==> src/rtl/noc_params.sv <==
// Shared NoC router parameters and types: flit format, label encoding and
// the output-arbiter state encoding.
package noc_params;
  localparam int PORT_NUM = 5;
  localparam int VC_NUM   = 2;
  localparam int VC_DEPTH = 4;
  localparam int VC_SIZE  = $clog2(VC_NUM);
  localparam int CREDIT_W = $clog2(VC_DEPTH + 1);
  localparam int PTR_W    = $clog2(PORT_NUM);
  localparam int DATA_W   = 16;

  typedef enum logic [1:0] {HEAD = 2'd0, BODY = 2'd1, TAIL = 2'd2} flit_label_t;

  typedef struct packed {
    flit_label_t        flit_label;
    logic [DATA_W-1:0]  data;
  } flit_t;

  typedef enum logic {ARB_IDLE, ARB_LOCKED} arb_state_t;

  // Port index a+k folded back into 0..PORT_NUM-1 (k < PORT_NUM).
  function automatic logic [PTR_W-1:0] port_add(input logic [PTR_W-1:0] a, input int k);
    int s;
    s = int'(a) + k;
    if (s >= PORT_NUM) s = s - PORT_NUM;
    return PTR_W'(s);
  endfunction
endpackage

==> src/rtl/sw_out_arbiter_rr.sv <==
// Stateless PORT_NUM-way round-robin pick: the first eligible input at or
// after ptr wins. The caller owns and advances ptr.
module rr_arbiter
  import noc_params::*;
(
  input  logic [PORT_NUM-1:0] elig,
  input  logic [PTR_W-1:0]    ptr,
  output logic [PORT_NUM-1:0] gnt
);
  logic [PTR_W-1:0] idx;

  // Scan from farthest to nearest so the closest eligible port is written last.
  always_comb begin
    gnt = '0;
    idx = '0;
    for (int k = PORT_NUM - 1; k >= 0; k--) begin
      idx = port_add(ptr, k);
      if (elig[idx]) begin
        gnt      = '0;
        gnt[idx] = 1'b1;
      end
    end
  end
endmodule

==> src/rtl/sw_out_arbiter.sv <==
// Per-output-port switch arbiter: wormhole lock from HEAD to TAIL, round-robin
// among HEAD requests, and per-VC downstream credit tracking.
module sw_out_arbiter
  import noc_params::*;
(
  input  logic                               clk,
  input  logic                               rst,
  input  logic [PORT_NUM-1:0]                req_i,
  input  flit_t [PORT_NUM-1:0]               flit_i,
  input  logic [PORT_NUM-1:0][VC_SIZE-1:0]   vc_i,
  output logic [PORT_NUM-1:0]                gnt_o,
  output flit_t                              flit_o,
  output logic                               valid_o,
  output logic [VC_SIZE-1:0]                 vc_o,
  input  logic                               credit_i,
  input  logic [VC_SIZE-1:0]                 credit_vc_i,
  output logic                               locked_o,
  output logic                               err_o
);
  arb_state_t                         state;
  logic [PTR_W-1:0]                   ptr;
  logic [PTR_W-1:0]                   owner;
  logic [VC_SIZE-1:0]                 lock_vc;
  logic [VC_NUM-1:0][CREDIT_W-1:0]    credit;

  logic [PORT_NUM-1:0]                elig;
  logic [PORT_NUM-1:0]                rr_gnt;
  logic                               any_gnt;
  logic [PTR_W-1:0]                   gnt_idx;
  flit_t                              gnt_flit;
  logic [VC_SIZE-1:0]                 gnt_vc;
  logic                               err_nxt;

  always_comb begin
    elig    = '0;
    err_nxt = 1'b0;
    for (int i = 0; i < PORT_NUM; i++) begin
      if (state == ARB_IDLE) begin
        if (req_i[i]) begin
          if (flit_i[i].flit_label != HEAD) err_nxt = 1'b1;
          else if (credit[vc_i[i]] != '0)   elig[i] = 1'b1;
        end
      end else if (req_i[i] && owner == PTR_W'(i)) begin
        // Non-owners are simply ignored while locked; only the owner can misbehave.
        if (flit_i[i].flit_label == HEAD) err_nxt = 1'b1;
        else if (credit[lock_vc] != '0)   elig[i] = 1'b1;
      end
    end
    if (credit_i && credit[credit_vc_i] == CREDIT_W'(VC_DEPTH) &&
        !(any_gnt && gnt_vc == credit_vc_i))
      err_nxt = 1'b1;
  end

  rr_arbiter u_rr (
    .elig (elig),
    .ptr  (ptr),
    .gnt  (rr_gnt)
  );

  // Reset is asynchronous, so the grant must also vanish the moment rst rises.
  assign gnt_o   = rst ? '0 : rr_gnt;
  assign any_gnt = |gnt_o;

  always_comb begin
    gnt_idx = '0;
    for (int i = 0; i < PORT_NUM; i++)
      if (gnt_o[i]) gnt_idx = PTR_W'(i);
  end

  assign gnt_flit = flit_i[gnt_idx];
  assign gnt_vc   = (state == ARB_IDLE) ? vc_i[gnt_idx] : lock_vc;
  assign locked_o = (state == ARB_LOCKED);

  always_ff @(posedge clk or posedge rst) begin
    if (rst) begin
      state   <= ARB_IDLE;
      ptr     <= '0;
      owner   <= '0;
      lock_vc <= '0;
      valid_o <= 1'b0;
      flit_o  <= '0;
      vc_o    <= '0;
      err_o   <= 1'b0;
      for (int v = 0; v < VC_NUM; v++) credit[v] <= CREDIT_W'(VC_DEPTH);
    end else begin
      err_o   <= err_nxt;
      valid_o <= any_gnt;
      if (any_gnt) begin
        flit_o <= gnt_flit;
        vc_o   <= gnt_vc;
      end
      case (state)
        ARB_IDLE: if (any_gnt) begin
          state   <= ARB_LOCKED;
          owner   <= gnt_idx;
          lock_vc <= gnt_vc;
          ptr     <= port_add(gnt_idx, 1);
        end
        ARB_LOCKED: if (any_gnt && gnt_flit.flit_label == TAIL) state <= ARB_IDLE;
        default: state <= ARB_IDLE;
      endcase
      for (int v = 0; v < VC_NUM; v++) begin
        if (any_gnt && gnt_vc == VC_SIZE'(v)) begin
          if (!(credit_i && credit_vc_i == VC_SIZE'(v))) credit[v] <= credit[v] - 1'b1;
        end else if (credit_i && credit_vc_i == VC_SIZE'(v) &&
                     credit[v] != CREDIT_W'(VC_DEPTH)) begin
          credit[v] <= credit[v] + 1'b1;
        end
      end
    end
  end
endmodule

==> config.mk <==
export PLATFORM = sky130hd
export DESIGN_NAME = sw_out_arbiter
export DESIGN_NICKNAME = d
export VERILOG_FILES = /design/src/rtl/noc_params.sv /design/src/rtl/sw_out_arbiter_rr.sv /design/src/rtl/sw_out_arbiter.sv
export SDC_FILE = /design/constraint.sdc
export NUM_CORES = 1
export LEC_CHECK = 0
export ABC_AREA = 1
export BUFFER_PORTS_ARGS = -buffer_cell sky130_fd_sc_hd__buf_2
export CAP_MARGIN = 10
export CORE_MARGIN = 2
export CORE_UTILIZATION = 35
export CTS_BUF_LIST = sky130_fd_sc_hd__clkbuf_2 sky130_fd_sc_hd__clkbuf_4 sky130_fd_sc_hd__clkbuf_8
export CTS_CLUSTER_DIAMETER = 50
export DETAILED_ROUTE_END_ITERATION = 8
export PLACE_DENSITY = 0.57
export SYNTH_ARGS = -nofsm -noshare
export SYNTH_HDL_FRONTEND = slang
export SYNTH_SLANG_ARGS = --single-unit
==> constraint.sdc <==
create_clock -name clk -period 12.24 [get_ports clk]
set_clock_uncertainty 0.15 [all_clocks]
set_input_delay 2.448 -clock clk [delete_from_list [all_inputs] [get_ports clk]]
set_output_delay 2.448 -clock clk [all_outputs]
set_load 0.02 [all_outputs]
==> results.md <==
* HP Start: vc_o$_DFFE_PP0N_
* Num CTS Buffers at 5
* Drt via density at 5.02
* Final setup violation count at 0
* DRT iter0 DRCs at 167
* Hpwl dp at 10200 um
* Die Wd at 109 um
* Mapped Area at 3870 um2
* Crit path max-delay family: simple AND/OR/NAND/NOR gates
* Initial antenna violation count at 0
* Starting Density at 0.358
* CTS Hold Bufs at 0
* Layout cell share with drive strength beyond 1 at 0.267
* Area grow syn2layout at 20.5%
* Max cap viols at 0
* GRT Resource Usage Total at 0.221
* Worst Tran Pin Value at 0.943 ns
* Crit-path cells: buf_2 -> or2_2 -> nor2_1 -> nand3_1 -> nand2_1 -> nor2_1 -> nor2_2 -> nand2_2 -> o21ai_0 -> o21ai_1 -> nand3_2 -> clkinv_1 -> buf_2
* Wire per inst at about 14 um
* Vias at 4460
* WP data arrival at 5.39 ns
* Fin crit share at 0.653
* Endpoint type of the worst setup path: output port
* # IOs at about 130
* Origin of the worst setup path: flit_i[35]
* H-tree Lvls at 2
* Status: complete, no violations
* Total wire length at 12600 um
* Final design utilization at 0.432
* Clock buffer depth at 2
* Final non-filler cell total at slightly below 900
* Sequential cell area at 878 um2
* Max Fclk at 125 MHz
* Mapped Nets at between 700 and 800
* Placer congestion estimate at roughly 0.9
* Worst min path class: register to register
* First-pass iteration count of the detailed router at 4
* Die ar. at 11900 um2
* Hold path depth at 2
* WS Path Type: primary input to output port
* Syn_area_per_cell at 6.13 um2
* Worst path slowest cell: clkinv_1
* Root Driver: clkbuf_8
* WP data required at 9.64 ns
* Max stage delay on crit path at around 0.63 ns
* Vias in the first global route at 4344
* Critical path depth in cells at 13
* NumNets Final at 863
* Normalized max-slew margin at 0.369
* Area of the multi-input gates at 2590 um2
* First-pass GRT wire length at 20500 um
* CTS tree: done
* Clk pin slew, worst setup/hold paths at 0.08 ns
* Post-CTS Setup Bufs at 0
* Post-route minimum period at 7.99 ns
* Fill cell count at around 1.2k
* Post-Syn Instances at 631
* Endpoints failing hold at 0
* Synth Register Bits at 35
* RSZ-0062 raised after global routing: no
* Clock latency at the later pin of the worst-skew pair at around 0.30 ns
* Sum Neg Setup Slack at 0 ns
* Core Box Area at 10800 um2
* Die height at between 100 and 150 um
* Cell Count Post-Placement at 881
* # DRC at 0
* Worst Setup Start Kind: primary input
* Post-DRT Antenna Nets at 0
* Largest net degree at the start of global routing at 43
* Worst path bufs/invs at 3
* Clock sink count at 35
* Hold slack at ~0.34 ns
* R2R depth at 19
* Buffers on Ports at 130
* Top fanout value on the critical path at 25
* CTS resizes at 0
* FF-to-FF Start: ptr[0]$_DFFE_PP0P_
* Count of cell types in the netlist at 44
* Register area share after synthesis at 0.227
* Synth warn at 0
* Slew Limit Fails at 0
* Overflow after GRT at 0
* Rows at 38
* Diode count at 0
## sequential cells by signal (all words and copies together), names as in the netlist
name / flops
err_o: 1
owner: 3
flit_o: 18
valid_o: 1
ptr: 3
vc_o: 1
credit: 6
locked_o: 1
lock_vc: 1
## tightest hold or removal path, delay by kind of cell, from the launching register on
kind	cells	cell delay (ns)
flops	1	0.35
simple gates	2	0.10
## final cells by class
class | instances | share of cell area
multi-input combinational | 504 | 0.555
clock inverter | 3 | 0.00510
timing repair buffer | 131 | 0.141
tap | 140 | 0.0376
clock buffer | 5 | 0.0148
sequential | 35 | 0.188
inverter | 71 | 0.0577
## per-stage QoR
| stage | instance area [um2] | worst slack [ns] |
|---|---|---|
| after detailed placement | 4570 | 4.26 |
| after floorplan | 3870 | 5.27 |
| after CTS | 4660 | 4.25 |
| after global routing | 4660 | 3.87 |
| after global placement | 4570 | 4.38 |
| final | 4660 | 4.25 |
## synth_stat cells, drive strengths merged
cell      n  area share
inv      70       0.069
xnor2     3       0.011
clkinv    1     0.00097
dfstp     2       0.014
nand3b    3      0.0058
o211ai    3      0.0058
o21ai    66       0.087
clkbuf    2      0.0019
o32ai     7       0.016
nand4     6       0.011
xor2      5       0.015
dfrtp    33        0.21
fa        3       0.016
buf      19       0.032
a22oi     1      0.0019
a41oi     1      0.0023
a21oi    34       0.047
o221ai    1      0.0023
a21o      2      0.0042
or2       1      0.0016
ha        8       0.026
nand3    63       0.094
nor3      5      0.0091
nor2    115        0.12
o22ai    12       0.019
nand2   165        0.18
## path summary, 6_finish.rpt
check	endpoint	slack, ns
setup / recovery	gnt_o[4]	4.25
hold / removal	vc_o$_DFFE_PP0N_	0.34
setup reg to reg	ptr[0]$_DFFE_PP0P_	6.80
hold reg to reg	vc_o$_DFFE_PP0N_	0.34
max in group asynchronous	credit[5]$_DFFE_PP1P_	9.44
min in group asynchronous	credit[0]$_DFFE_PP0P_	2.14
## placed cells by master (no fill, tap or decap), types with 2 or more instances in the layout
cell type,instances
nor3_2,2
buf_2,130
fa_1,3
o32ai_1,7
nand3_1,55
o22ai_1,12
o21ai_0,38
nand4_1,5
nor2_4,2
inv_2,17
nand3_2,7
xnor2_2,2
nor2_1,109
nand2_2,7
nand3b_1,3
clkinvlp_4,2
inv_1,52
a21oi_2,3
nor2_2,4
nand2_1,152
nor3_1,3
clkbuf_8,5
xor2_2,2
nand2_4,6
o21ai_1,26
a21oi_1,31
dfstp_2,2
ha_1,8
dfrtp_1,33
xor2_1,3
o211ai_1,3
o21ai_2,2
## layer usage
layer | part of all wire | vias up | GRT usage
li1 | - | 2296 | -
met1 | 0.45 | 1999 | 0.283
met2 | 0.48 | 146 | 0.377
met3 | 0.052 | 19 | 0.0365
met4 | 0.022 | 0 | 0.0742
met5 | 0 | - | 0
## kinds of logic (layout without fill, tap and decap cells)
logic type / count (synthesis) / in the layout / synth area share
AO/OA/AOI/OAI: 127 / 127 / 0.186
XOR/XNOR: 8 / 8 / 0.0259
adder cells (fa/ha/maj): 11 / 11 / 0.0414
buffers and inverters: 92 / 210 / 0.104
flip-flops: 35 / 35 / 0.227
AND/OR/NAND/NOR: 358 / 358 / 0.416
Power is left out: the tool's default activity adds up to more than one toggle a clock period on the data nets, which glitch-free logic cannot reach.
